[config.mk]
export PLATFORM = sky130hd
export DESIGN_NAME = pppc_seg7_display_flat
export DESIGN_NICKNAME = d
export VERILOG_FILES = /design/src/rtl/pppc_pkg.sv /design/src/rtl/pppc_seg7_display_if.sv /design/src/rtl/seg7_decoder.sv /design/src/rtl/pppc_seg7_display.sv /design/src/flat_wrapper.sv
export SDC_FILE = /design/constraint.sdc
export NUM_CORES = 1
export LEC_CHECK = 0
export ABC_AREA = 1
export BUFFER_PORTS_ARGS = -buffer_cell sky130_fd_sc_hd__buf_2
export CAP_MARGIN = 10
export CELL_PAD_IN_SITES_DETAIL_PLACEMENT = 0
export CELL_PAD_IN_SITES_GLOBAL_PLACEMENT = 1
export CORE_ASPECT_RATIO = 1.2
export CORE_UTILIZATION = 35
export CTS_CLUSTER_DIAMETER = 50
export CTS_CLUSTER_SIZE = 20
export DETAILED_ROUTE_END_ITERATION = 8
export PLACE_DENSITY_LB_ADDON = 0.1
export SYNTH_ARGS = -nofsm -noshare
export SYNTH_HDL_FRONTEND = slang
export SYNTH_HIERARCHICAL = 1
export SYNTH_SLANG_ARGS = --single-unit
[constraint.sdc]
create_clock -name clk -period 2.2 [get_ports clk]
set_input_delay 0.44 -clock clk [delete_from_list [all_inputs] [get_ports clk]]
set_output_delay 0.44 -clock clk [all_outputs]
set_load 0.01 [all_outputs]
[src/rtl/pppc_pkg.sv]
// rtl/pppc_pkg.sv - shared constants for the ping-pong counter 7-segment display
package pppc_pkg;

  localparam int CNT_W = 4;

  localparam logic [6:0] SEG_BLANK = 7'h7F;
  localparam logic [6:0] SEG_UP    = 7'h5C;
  localparam logic [6:0] SEG_DOWN  = 7'h63;
  localparam logic [3:0] AN_OFF    = 4'b1111;

  // Active-low {g,f,e,d,c,b,a} patterns for decimal digits 0..9
  localparam logic [6:0] SEG_DIGITS [10] = '{
    7'h40, 7'h79, 7'h24, 7'h30, 7'h19,
    7'h12, 7'h02, 7'h78, 7'h00, 7'h10
  };

endpackage

[src/rtl/pppc_seg7_display_if.sv]
// rtl/pppc_seg7_display_if.sv - counter-to-display bundle: count/direction in, digit/segment drive out
interface pppc_seg7_display_if;
  import pppc_pkg::*;

  logic [CNT_W-1:0] cnt_in;
  logic             dir_in;
  logic [3:0]       an;
  logic [6:0]       seg;

  modport master (output cnt_in, output dir_in, input an, input seg);
  modport slave  (input cnt_in, input dir_in, output an, output seg);

endinterface

[src/rtl/seg7_decoder.sv]
// rtl/seg7_decoder.sv - combinational 4-bit code to active-low 7-segment pattern, blank above 9
module seg7_decoder
  import pppc_pkg::*;
(
  input  logic [CNT_W-1:0] code,
  output logic [6:0]       seg
);

  always_comb begin
    seg = SEG_BLANK;
    if (code < CNT_W'(10)) seg = SEG_DIGITS[code];
  end

endmodule

[src/rtl/pppc_seg7_display.sv]
// rtl/pppc_seg7_display.sv - 4-digit multiplexed display of count (tens/ones) and direction glyph; PPPC_LEADING_ZERO_BLANK_EN darkens a zero tens digit
module pppc_seg7_display
  import pppc_pkg::*;
#(
  parameter int DIV_WIDTH = 17
) (
  input  logic                 clk,
  input  logic                 rst_n,
  pppc_seg7_display_if.slave   bus
);

  logic [DIV_WIDTH-1:0] scan;
  logic [1:0]           sel;
  logic [CNT_W-1:0]     snap_val;
  logic                 snap_dir;
  logic                 tens;
  logic [CNT_W-1:0]     ones;
  logic [CNT_W-1:0]     dec_code;
  logic [6:0]           dec_seg;
  logic [6:0]           glyph;
  logic                 blank_tens;
  logic [3:0]           an_nxt;
  logic [6:0]           seg_nxt;
  logic [3:0]           an_q;
  logic [6:0]           seg_q;

  assign sel = scan[DIV_WIDTH-1 -: 2];

  // Inputs are only taken on the last cycle of a frame so a frame never mixes two values
  always_ff @(posedge clk or negedge rst_n) begin
    if (!rst_n) begin
      scan     <= '0;
      snap_val <= '0;
      snap_dir <= 1'b1;
      an_q     <= AN_OFF;
      seg_q    <= SEG_BLANK;
    end else begin
      scan  <= scan + 1'b1;
      an_q  <= an_nxt;
      seg_q <= seg_nxt;
      if (scan == '1) begin
        snap_val <= bus.cnt_in;
        snap_dir <= bus.dir_in;
      end
    end
  end

  assign tens     = (snap_val >= CNT_W'(10));
  assign ones     = snap_val - (tens ? CNT_W'(10) : CNT_W'(0));
  assign dec_code = (sel == 2'd3) ? {{(CNT_W-1){1'b0}}, tens} : ones;
  assign glyph    = snap_dir ? SEG_UP : SEG_DOWN;

`ifdef PPPC_LEADING_ZERO_BLANK_EN
  assign blank_tens = !tens;
`else
  assign blank_tens = 1'b0;
`endif

  seg7_decoder u_dec (
    .code (dec_code),
    .seg  (dec_seg)
  );

  always_comb begin
    an_nxt  = AN_OFF;
    seg_nxt = SEG_BLANK;
    case (sel)
      2'd0: begin an_nxt = 4'b1110; seg_nxt = glyph;   end
      2'd1: begin an_nxt = 4'b1101; seg_nxt = glyph;   end
      2'd2: begin an_nxt = 4'b1011; seg_nxt = dec_seg; end
      default: begin
        if (!blank_tens) begin
          an_nxt  = 4'b0111;
          seg_nxt = dec_seg;
        end
      end
    endcase
  end

  assign bus.an  = an_q;
  assign bus.seg = seg_q;

endmodule

[src/flat_wrapper.sv]
// flat-port wrapper written by rule: the top's interface ports become plain ports
module pppc_seg7_display_flat import pppc_pkg::*;
#(
  parameter int DIV_WIDTH = 17
)
  (clk, rst_n, bus_cnt_in, bus_dir_in, bus_an, bus_seg);
  pppc_seg7_display_if bus_i ();
  input  logic clk;
  input  logic rst_n;
  input wire logic [$bits(bus_i.cnt_in)-1:0] bus_cnt_in;
  input wire logic [$bits(bus_i.dir_in)-1:0] bus_dir_in;
  output wire logic [$bits(bus_i.an)-1:0] bus_an;
  output wire logic [$bits(bus_i.seg)-1:0] bus_seg;
  assign bus_i.cnt_in = bus_cnt_in;
  assign bus_i.dir_in = bus_dir_in;
  assign bus_an = bus_i.an;
  assign bus_seg = bus_i.seg;
  pppc_seg7_display #(.DIV_WIDTH(DIV_WIDTH)) u_core (.clk(clk), .rst_n(rst_n), .bus(bus_i));
endmodule
==> impl_metrics.json, run 1 <==
{
  "status": "completed",
  "worst_clock_skew_ns": 0.01018,
  "dieArea_um2": 5091,
  "synth_cell_types": 24,
  "dr.pass1.iters": 4,
  "antenna_found_initial": 0,
  "timing.final.crit_share_pct": 90.86,
  "syn_avg_cell_area_um2": 8.675,
  "maxCapViolCount": 0,
  "cts_buffers": 5,
  "cts.path.max_buffers": 2,
  "grt_pass1_wl_mm": 5.671,
  "yosys.area.top_type": "dfrtp_1",
  "ant_nets": 0,
  "synth_top_family_by_area": "simple AND/OR/NAND/NOR gates",
  "ir_drop_v": 0.0002033,
  "multi_input_area_um2": 738.2,
  "grt_pass1_vias": 1304,
  "area_delta_synth_final_pct": 15.17,
  "pre_cts_ws_ns": 0.1789,
  "setup_viol": 0,
  "max_stage_delay_ns": 0.36,
  "synthMuxAreaShare_pct": 0,
  "dieHeight_um": 77.96,
  "rsz0062_at_grt": "no",
  "cts.sinks": 33,
  "syn_nets": 210,
  "fillers": 489,
  "synth-simple-area-share_pct": 29.81,
  "layout_commonest_cell": "nand2_1",
  "setup_slack_ns": 0.2010,
  "synth-seq-cells": 33,
  "whs_ns": 0.2232,
  "yosys_warnings": 6,
  "hold_viol_final": 0,
  "power.leakage_nw": 0.9490,
  "drive_above_1_share_pct": 25.45,
  "worst_pin_slew_ns": 0.7558,
  "fin_setup_tns_ns": 0,
  "clock_latency_ns": 0.28,
  "cpMaxStageDelayCell": "dfrtp_1",
  "slew_headroom_pct": 49.61,
  "synthTopCellsByArea": "dfrtp_1 31%, dfstp_2 19%, nand2_1 14%, ha_1 6.7%, inv_1 5.6%",
  "diodes": 0,
  "arrival_ns": 2.20,
  "overflow": 0,
  "cts_hold_buffers": 0,
  "cp-start-kind": "flip-flop",
  "die_x_um": 65.30,
  "via_per_inst": 4.543,
  "synth-compound-area-share_pct": 3.569,
  "io_buffers": 17,
  "wl_per_cell_um": 11.52,
  "timing.critical_path.buf_inv": 1,
  "htreeDepth": 2,
  "syn_inst": 194,
  "hpwlAfterDp_mm": 2.378,
  "finalMaxSlewViolations": 0,
  "nNetsFinal": 235,
  "grt_max_degree": 34,
  "worstPathCellList": "inv_1 -> a21oi_1 -> ha_1 -> ha_1 -> nor2_1 -> nand2_1 -> nand3_1 -> nand2_1 -> or2_2",
  "grtUsageTotal_pct": 14.76,
  "pin_count": 18,
  "seq_area_frac_synth_pct": 49.96,
  "period_needed_ns": 1.999,
  "cts_tree": "done",
  "crit_path_max_fanout": 6,
  "gp_congestion": 0.7562,
  "synth_area_um2": 1683,
  "yosysTopAreaCellShare_pct": 31.23,
  "dpl_cell_area_um2": 1854,
  "path_clk_slew_ns": 0.07,
  "synthXorXnorAreaFrac_pct": 3.643,
  "max_freq_mhz": 500.3,
  "synthAdderAreaFrac_pct": 6.691,
  "critical-path-top-delay-family": "simple AND/OR/NAND/NOR gates",
  "dr_total_vias": 1263,
  "post-route-drc-count": 0,
  "drt_iter0_markers": 69,
  "layout_common_cells": "62 x nand2_1, 25 x inv_1, 21 x dfrtp_1",
  "crit_type": "reg2reg",
  "fin_area_um2": 1938,
  "drt-total-wl_mm": 3.203,
  "rows": 27,
  "powerDensity_nw_per_um2": 544.2,
  "register_area_um2": 840.8,
  "hold_class": "in2async",
  "root_buffer": "clkbuf_8",
  "end_kind": "flip-flop",
  "critical_path_required_ns": 2.40,
  "core_um2": 4594,
  "start_util_pct": 36.63
}
kinds of logic (layout without fill, tap and decap cells):
family | Yosys count | count (layout)
XOR/XNOR | 7 | 7
buffers and inverters | 28 | 54
AND/OR/NAND/NOR | 106 | 106
AO/OA/AOI/OAI | 11 | 11
adder cells (fa/ha/maj) | 9 | 9
flip-flops | 33 | 33
cell usage after synthesis:
master    number
o21ai_2        1
nor2_1        10
nor2_4         5
a31oi_1        1
ha_1           9
xor2_1         6
dfstp_2       12
nand3_1       12
inv_1         25
nand3_2        1
nor2_2         2
inv_2          1
o21ai_1        2
clkbuf_1       1
nand4_1        7
nand2_2        5
xnor2_1        1
dfrtp_1       21
nand2_1       62
buf_2          1
a21oi_1        1
or2_2          1
o21ai_0        6
nand2_4        1
layout make-up:
| cell class | instances | share of cell area, % |
|---|---|---|
| Multi-Input combinational cell | 133 | 38.09 |
| Sequential cell | 33 | 43.38 |
| Inverter | 26 | 5.036 |
| Timing Repair Buffer | 20 | 5.552 |
| Clock inverter | 1 | 0.2582 |
| Clock buffer | 7 | 3.938 |
| Tap cell | 58 | 3.744 |
registers in the layout, summed over array words and instances, names as in the netlist:
name             count
u_core/scan         17
u_core/bus.seg       7
u_core/bus.an        4
u_core/snap_val      4
u_core/snap_dir      1
power breakdown:
group | leakage (nW) | switching [W] | internal (W)
sequential | 0.383 | 0 | 0.000608
clock | 0.0422 | 0.000209 | 0.000222
combinational | 0.523 | 0.0000127 | 0.00000369
worst paths after layout:
path                                    start                  to  slack, ns  cells after the start
setup / recovery           u_core/snap_val[1]   u_core/bus.seg[6]       0.20                      9
hold / removal                          rst_n      u_core/scan[3]       0.22                      1
setup reg to reg           u_core/snap_val[1]   u_core/bus.seg[6]       0.20                      9
hold reg to reg               u_core/scan[15]    u_core/bus.an[1]       0.46                      1
max in group asynchronous               rst_n      u_core/scan[0]       1.49                      1
min in group clk                bus_cnt_in[3]  u_core/snap_val[3]       0.37                      3
routing by layer:
layer	global-route usage [%]	part of all wire, %
met1	15.74	42
met2	26.80	53
met3	4.412	2.7
met4	5.217	1.5
met5	0	0
through the flow:
stage | total power [W] | instances | utilization [%]
3_5_place_dp | 0.0006361 | 270 | 40.36
2_1_floorplan | 0.0006185 | 194 | -
6_report | 0.001055 | 278 | 42.18
4_1_cts | 0.001080 | 278 | 42.13
3_3_place_gp | 0.0006356 | 270 | 40.36
5_1_grt | 0.001113 | 278 | 42.18
repair_timing:
| item | CTS | global route |
|---|---|---|
| setup buffers | 0 | 0 |
| resized for setup | 0 | 1 |
| setup endpoints to repair | 0 | 1 |
worst register-to-register path: stages, from the launching register on:
cell and delay (ns):
dfrtp_1 0.36, inv_1 0.12, a21oi_1 0.10, ha_1 0.19
ha_1 0.26, nor2_1 0.35, nand2_1 0.13, nand3_1 0.08
nand2_1 0.05, or2_2 0.29
No activity file was read; power rests on OpenSTA's default activity.
==> inputs of run 2 (changes only) <==
Settings changed: CORE_UTILIZATION 35 to 43.
==> impl_metrics.json, run 2 (same netlist as run 1, synthesis figures left out) <==
{
  "drt_iter0_markers": 43,
  "diodes": 0,
  "timing.rr.end": "u_core/bus.seg[6]",
  "path_clk_slew_ns": 0.07,
  "arrival_ns": 2.15,
  "rsz0062_at_grt": "no",
  "pin_count": 18,
  "nNetsFinal": 233,
  "hpwlAfterDp_mm": 2.375,
  "worstPathCellList": "inv_1 -> a21oi_1 -> ha_1 -> ha_1 -> nand4_1 -> nand2_1 -> nor2_1 -> inv_1 -> nand3_1 -> nand2_1 -> or2_2",
  "powerDensity_nw_per_um2": 619.2,
  "grt_use_met2_pct": 34.72,
  "layout_common_cells": "62 x nand2_1, 25 x inv_1, 21 x dfrtp_1",
  "max_freq_mhz": 513.8,
  "finalMaxSlewViolations": 0,
  "dpl_cell_area_um2": 1832,
  "timing.final.crit_share_pct": 88.46,
  "wl_per_cell_um": 11.64,
  "grtUsageTotal_pct": 18.73,
  "maxCapViolCount": 0,
  "dr_total_vias": 1285,
  "hold_class": "in2async",
  "dieHeight_um": 70.53,
  "core_um2": 3694,
  "io_buffers": 17,
  "max_stage_delay_ns": 0.37,
  "grtUsageMet1_pct": 18.51,
  "drive_above_1_share_pct": 25.69,
  "grt_pass1_wl_mm": 5.761,
  "antenna_found_initial": 0,
  "grt_max_degree": 34,
  "die_x_um": 59.11,
  "grt_pass1_vias": 1345,
  "htreeDepth": 2,
  "intPower_w": 0.0009807,
  "critical_path_required_ns": 2.41,
  "start_util_pct": 45.56,
  "crit_path_max_fanout": 5,
  "dr.pass1.iters": 4,
  "cts_buffers": 5,
  "regToRegSetupSlack_ns": 0.25,
  "busiest_layer": "met2",
  "ant_nets": 0,
  "post-route-drc-count": 0,
  "worst_clock_skew_ns": 0.003073,
  "end_kind": "flip-flop",
  "regMostFlops": "u_core/scan",
  "cts_tree": "done",
  "hold_viol_final": 0,
  "slew_headroom_pct": 53.03,
  "fin_area_um2": 1953,
  "r2r_start": "u_core/snap_val[2]",
  "r2r_cells": 11,
  "layout_commonest_cell": "nand2_1",
  "status": "completed",
  "via_per_inst": 4.759,
  "root_buffer": "clkbuf_8",
  "ir_drop_v": 0.0003041,
  "p_comb_share_pct": 1.3,
  "power.leakage_nw": 0.9566,
  "dieArea_um2": 4169,
  "cts.sinks": 33,
  "period_needed_ns": 1.946,
  "cpMaxStageDelayCell": "dfrtp_1",
  "gp_congestion": 0.7945,
  "setup_viol": 0,
  "grt_util_met3_pct": 5.119,
  "rows": 24,
  "clock_latency_ns": 0.28,
  "p_sw_w": 0.0002286,
  "worst_pin_slew_ns": 0.7046,
  "largest_register_ffs": 17,
  "clkPwrFrac_pct": 48.4,
  "switching_share_pct": 18.91,
  "fin_util_pct": 52.88,
  "drt-total-wl_mm": 3.143,
  "postCtsSetupBuffers": 0,
  "overflow": 0,
  "p_seq_share_pct": 50.3,
  "fin_setup_tns_ns": 0,
  "cp-start-kind": "flip-flop",
  "cts.path.max_buffers": 2,
  "power_w": 0.001209,
  "area_delta_synth_final_pct": 16.06,
  "crit_type": "reg2reg"
}
==> run 2: changes by cell type in the layout (fill, tap and decap cells not counted), sizes merged <==
cell / before / now
buf: 20 / 18
bufinv: 0 / 1
clkinv: 1 / 0
==> run 2: routing by layer <==
layer	vias up	part of all wire (%)	wire length (um)
met2	15	57	1791
met5	-	0	0
li1	648	-	-
met4	0	1.0	32
met1	620	39	1235
met3	2	2.6	83
==> run 2: layout make-up <==
cell class                      instances  area [um^2]
Timing Repair Buffer                   18        92.59
Multi-Input combinational cell        133        740.7
Sequential cell                        33        840.8
Clock inverter                          1        30.03
Inverter                               26        97.59
Fill cell                             353         1740
Clock buffer                            7        86.33
Tap cell                               52        65.06
==> run 2: stage by stage <==
step | worst slack (ns) | hold WS, ns | cells
3_3_place_gp | 0.2411 | 0.4447 | 262
4_1_cts | 0.1448 | 0.2273 | 270
5_1_grt | 0.06039 | 0.2522 | 270
2_1_floorplan | 0.3392 | 0.1444 | 194
3_5_place_dp | 0.1559 | 0.4663 | 262
6_report | 0.2538 | 0.2025 | 270
==> run 2: worst max path at each step <==
stage	start	endpoint	slack, ns	depth (start not counted)
after global placement	u_core/snap_val[1]	u_core/bus.seg[6]	0.24	9
final	u_core/snap_val[2]	u_core/bus.seg[6]	0.25	11
after global routing	u_core/snap_val[2]	u_core/bus.seg[3]	0.06	11
after CTS	u_core/snap_val[3]	u_core/bus.seg[3]	0.14	11
after floorplan	u_core/snap_val[1]	u_core/bus.seg[6]	0.34	9
after detailed placement	u_core/snap_val[3]	u_core/bus.seg[3]	0.16	11
==> run 2: critical path, delay by kind of cell (launching register included) <==
kind / cells / cell delay (ns)
flops: 1 / 0.37
simple gates: 6 / 0.76
buf+inv: 2 / 0.26
fa+ha+maj: 2 / 0.39
compound gates: 1 / 0.11
==> run 2: power groups by stage <==
stage          combinational, W  clock [W]  sequential (W)
2_1_floorplan      0.0000000206          0        0.000618
3_5_place_dp          0.0000169          0        0.000618
4_1_cts               0.0000170   0.000609        0.000608
6_report              0.0000156   0.000586        0.000608
3_3_place_gp          0.0000167          0        0.000618
5_1_grt               0.0000188   0.000630        0.000607
==> run 2: repair_timing <==
item | 4_1_cts | 5_1_grt
gates resized for setup | 0 | 3
hold endpoints to repair | 0 | 0
hold buffers | 0 | 0
endpoints found under the setup margin | 0 | 3
==> inputs of run 3 (changes only) <==
Settings changed: BUFFER_PORTS_ARGS -buffer_cell sky130_fd_sc_hd__buf_2 to default, CORE_UTILIZATION 43 to 47, DONT_BUFFER_PORTS from default to 1.
==> impl_metrics.json, run 3 (same netlist as run 1, synthesis figures left out) <==
{
  "status": "completed",
  "hold_viol_final": 0,
  "antenna_found_initial": 0,
  "finalNonFillerCells": 240,
  "ant_nets": 0,
  "highest_layer": "met4",
  "cts_buffers": 5,
  "layout_commonest_cell": "nand2_1",
  "crit_type": "reg2reg",
  "fin_setup_tns_ns": 0,
  "hpwlAfterDp_mm": 2.206,
  "start_util_pct": 49.98,
  "dr_wl_met3_um": 88,
  "root_buffer": "clkbuf_8",
  "dr_total_vias": 1216,
  "die_x_um": 56.63,
  "hold_class": "in2reg",
  "max_stage_delay_ns": 0.37,
  "r2r_cells": 9,
  "fin_area_um2": 1849,
  "maxCapViolCount": 0,
  "grt_max_degree": 34,
  "whs_ns": 0.2744,
  "io_buffers": 0,
  "setup_viol": 0,
  "holdCritStartpoint": "bus_dir_in",
  "worst_clock_skew_ns": 0.003721,
  "diodes": 0,
  "pin_count": 18,
  "period_needed_ns": 1.948,
  "path_clk_slew_ns": 0.07,
  "cts.path.max_buffers": 2,
  "regMostFlops": "u_core/scan",
  "htreeDepth": 2,
  "area_delta_synth_final_pct": 9.888,
  "wl_per_cell_um": 12.45,
  "drt-total-wl_mm": 2.987,
  "core_um2": 3367,
  "regToRegSetupSlack_ns": 0.25,
  "min_path_cells": 2,
  "layout_common_cells": "62 x nand2_1, 25 x inv_1, 21 x dfrtp_1",
  "cp-start-kind": "flip-flop",
  "worst_pin_slew_ns": 0.4408,
  "dieArea_um2": 3825,
  "grt_pass1_wl_mm": 5.326,
  "r2r_start": "u_core/snap_val[2]",
  "drt-met1-wl_mm": 1.207,
  "dr_wl_met2_mm": 1.598,
  "dieHeight_um": 67.55,
  "fin_util_pct": 54.92,
  "max_freq_mhz": 513.4,
  "worstPathCellList": "inv_1 -> a21oi_1 -> ha_1 -> ha_1 -> nor2_2 -> nand2_1 -> nand3_1 -> nand2_1 -> or2_2",
  "cpMaxStageDelayCell": "dfrtp_1",
  "critical-path-top-delay-family": "simple AND/OR/NAND/NOR gates",
  "clock_latency_ns": 0.28,
  "ir_drop_v": 0.0004133,
  "rsz0062_at_grt": "no",
  "arrival_ns": 2.15,
  "timing.final.crit_share_pct": 88.54,
  "cts.sinks": 33,
  "crit_path_max_fanout": 6,
  "power.leakage_nw": 0.8938,
  "postCtsSetupBuffers": 0,
  "dp.cells": 230,
  "timing.rr.end": "u_core/bus.seg[6]",
  "post-route-drc-count": 0,
  "largest_register_ffs": 17,
  "grt_pass1_vias": 1225,
  "cts_tree": "done",
  "dr.pass1.iters": 5,
  "nNetsFinal": 218,
  "rows": 23,
  "timing.critical_path.buf_inv": 1,
  "end_kind": "flip-flop",
  "finalMaxSlewViolations": 0,
  "gp_congestion": 0.7894,
  "critical_path_required_ns": 2.41,
  "overflow": 0,
  "slew_headroom_pct": 70.31,
  "drive_above_1_share_pct": 20.20,
  "via_per_inst": 5.067,
  "hold_end": "u_core/snap_dir",
  "powerDensity_nw_per_um2": 573.9,
  "grtUsageTotal_pct": 18.66,
  "dpl_cell_area_um2": 1728,
  "drt_iter0_markers": 38
}
==> run 3: cell types whose count changed in the layout (fill, tap and decap cells not counted), sizes merged <==
cell	previous run	this run
clkbuf	7	5
clkinv	0	2
clkinvlp	0	1
dlygate4sd3	0	1
bufinv	1	0
buf	18	2
==> run 3: layer usage <==
| metal | up-vias | GRT usage (%) |
|---|---|---|
| met4 | 0 | 10.37 |
| li1 | 618 | - |
| met2 | 16 | 34.26 |
| met1 | 574 | 18.97 |
| met5 | - | 0 |
| met3 | 8 | 5.556 |
==> run 3: per-stage QoR <==
stage / setup slack (ns) / power [W]
2_1_floorplan: 0.3392 / 0.0006185
3_3_place_gp: 0.1572 / 0.0006185
3_5_place_dp: 0.1527 / 0.0006185
4_1_cts: 0.1386 / 0.001087
5_1_grt: 0.05249 / 0.001106
6_report: 0.2522 / 0.001061
==> run 3: worst max-delay path by stage <==
stage                        endpoint  cells after the start  slack [ns]                from
floorplan           u_core/bus.seg[6]                      9        0.34  u_core/snap_val[1]
global placement    u_core/bus.seg[6]                      9        0.16  u_core/snap_val[1]
detailed placement  u_core/bus.seg[6]                      9        0.15  u_core/snap_val[2]
CTS                 u_core/bus.seg[6]                      9        0.14  u_core/snap_val[2]
global route        u_core/bus.seg[3]                     10        0.05     u_core/scan[15]
finish              u_core/bus.seg[6]                      9        0.25  u_core/snap_val[2]
==> run 3: worst reg2reg max path, delay by kind of cell (launching register included) <==
| kind | cells | cell delay (ns) |
|---|---|---|
| compound gates | 1 | 0.10 |
| fa+ha+maj | 2 | 0.48 |
| flops | 1 | 0.37 |
| simple gates | 5 | 0.81 |
| buf+inv | 1 | 0.12 |
==> run 3: what timing repair did <==
action,CTS,global route
resized for setup,0,2
hold buffers,2,0
hold endpoints to repair,33,0
setup endpoints to repair,0,2
==> run 3: report_power, final <==
group	switching, W	internal [W]
registers	0	0.000608
logic	0.0000118	0.00000486
clock network	0.000219	0.000218
total	0.000231	0.000831
==> run 3: layout make-up <==
class | count | area (um^2)
Clock buffer | 5 | 68.82
Tap cell | 37 | 46.29
Sequential cell | 33 | 840.8
Inverter | 26 | 97.59
Clock inverter | 3 | 17.52
Fill cell | 316 | 1518
Multi-Input combinational cell | 133 | 740.7
Timing Repair Buffer | 3 | 37.54
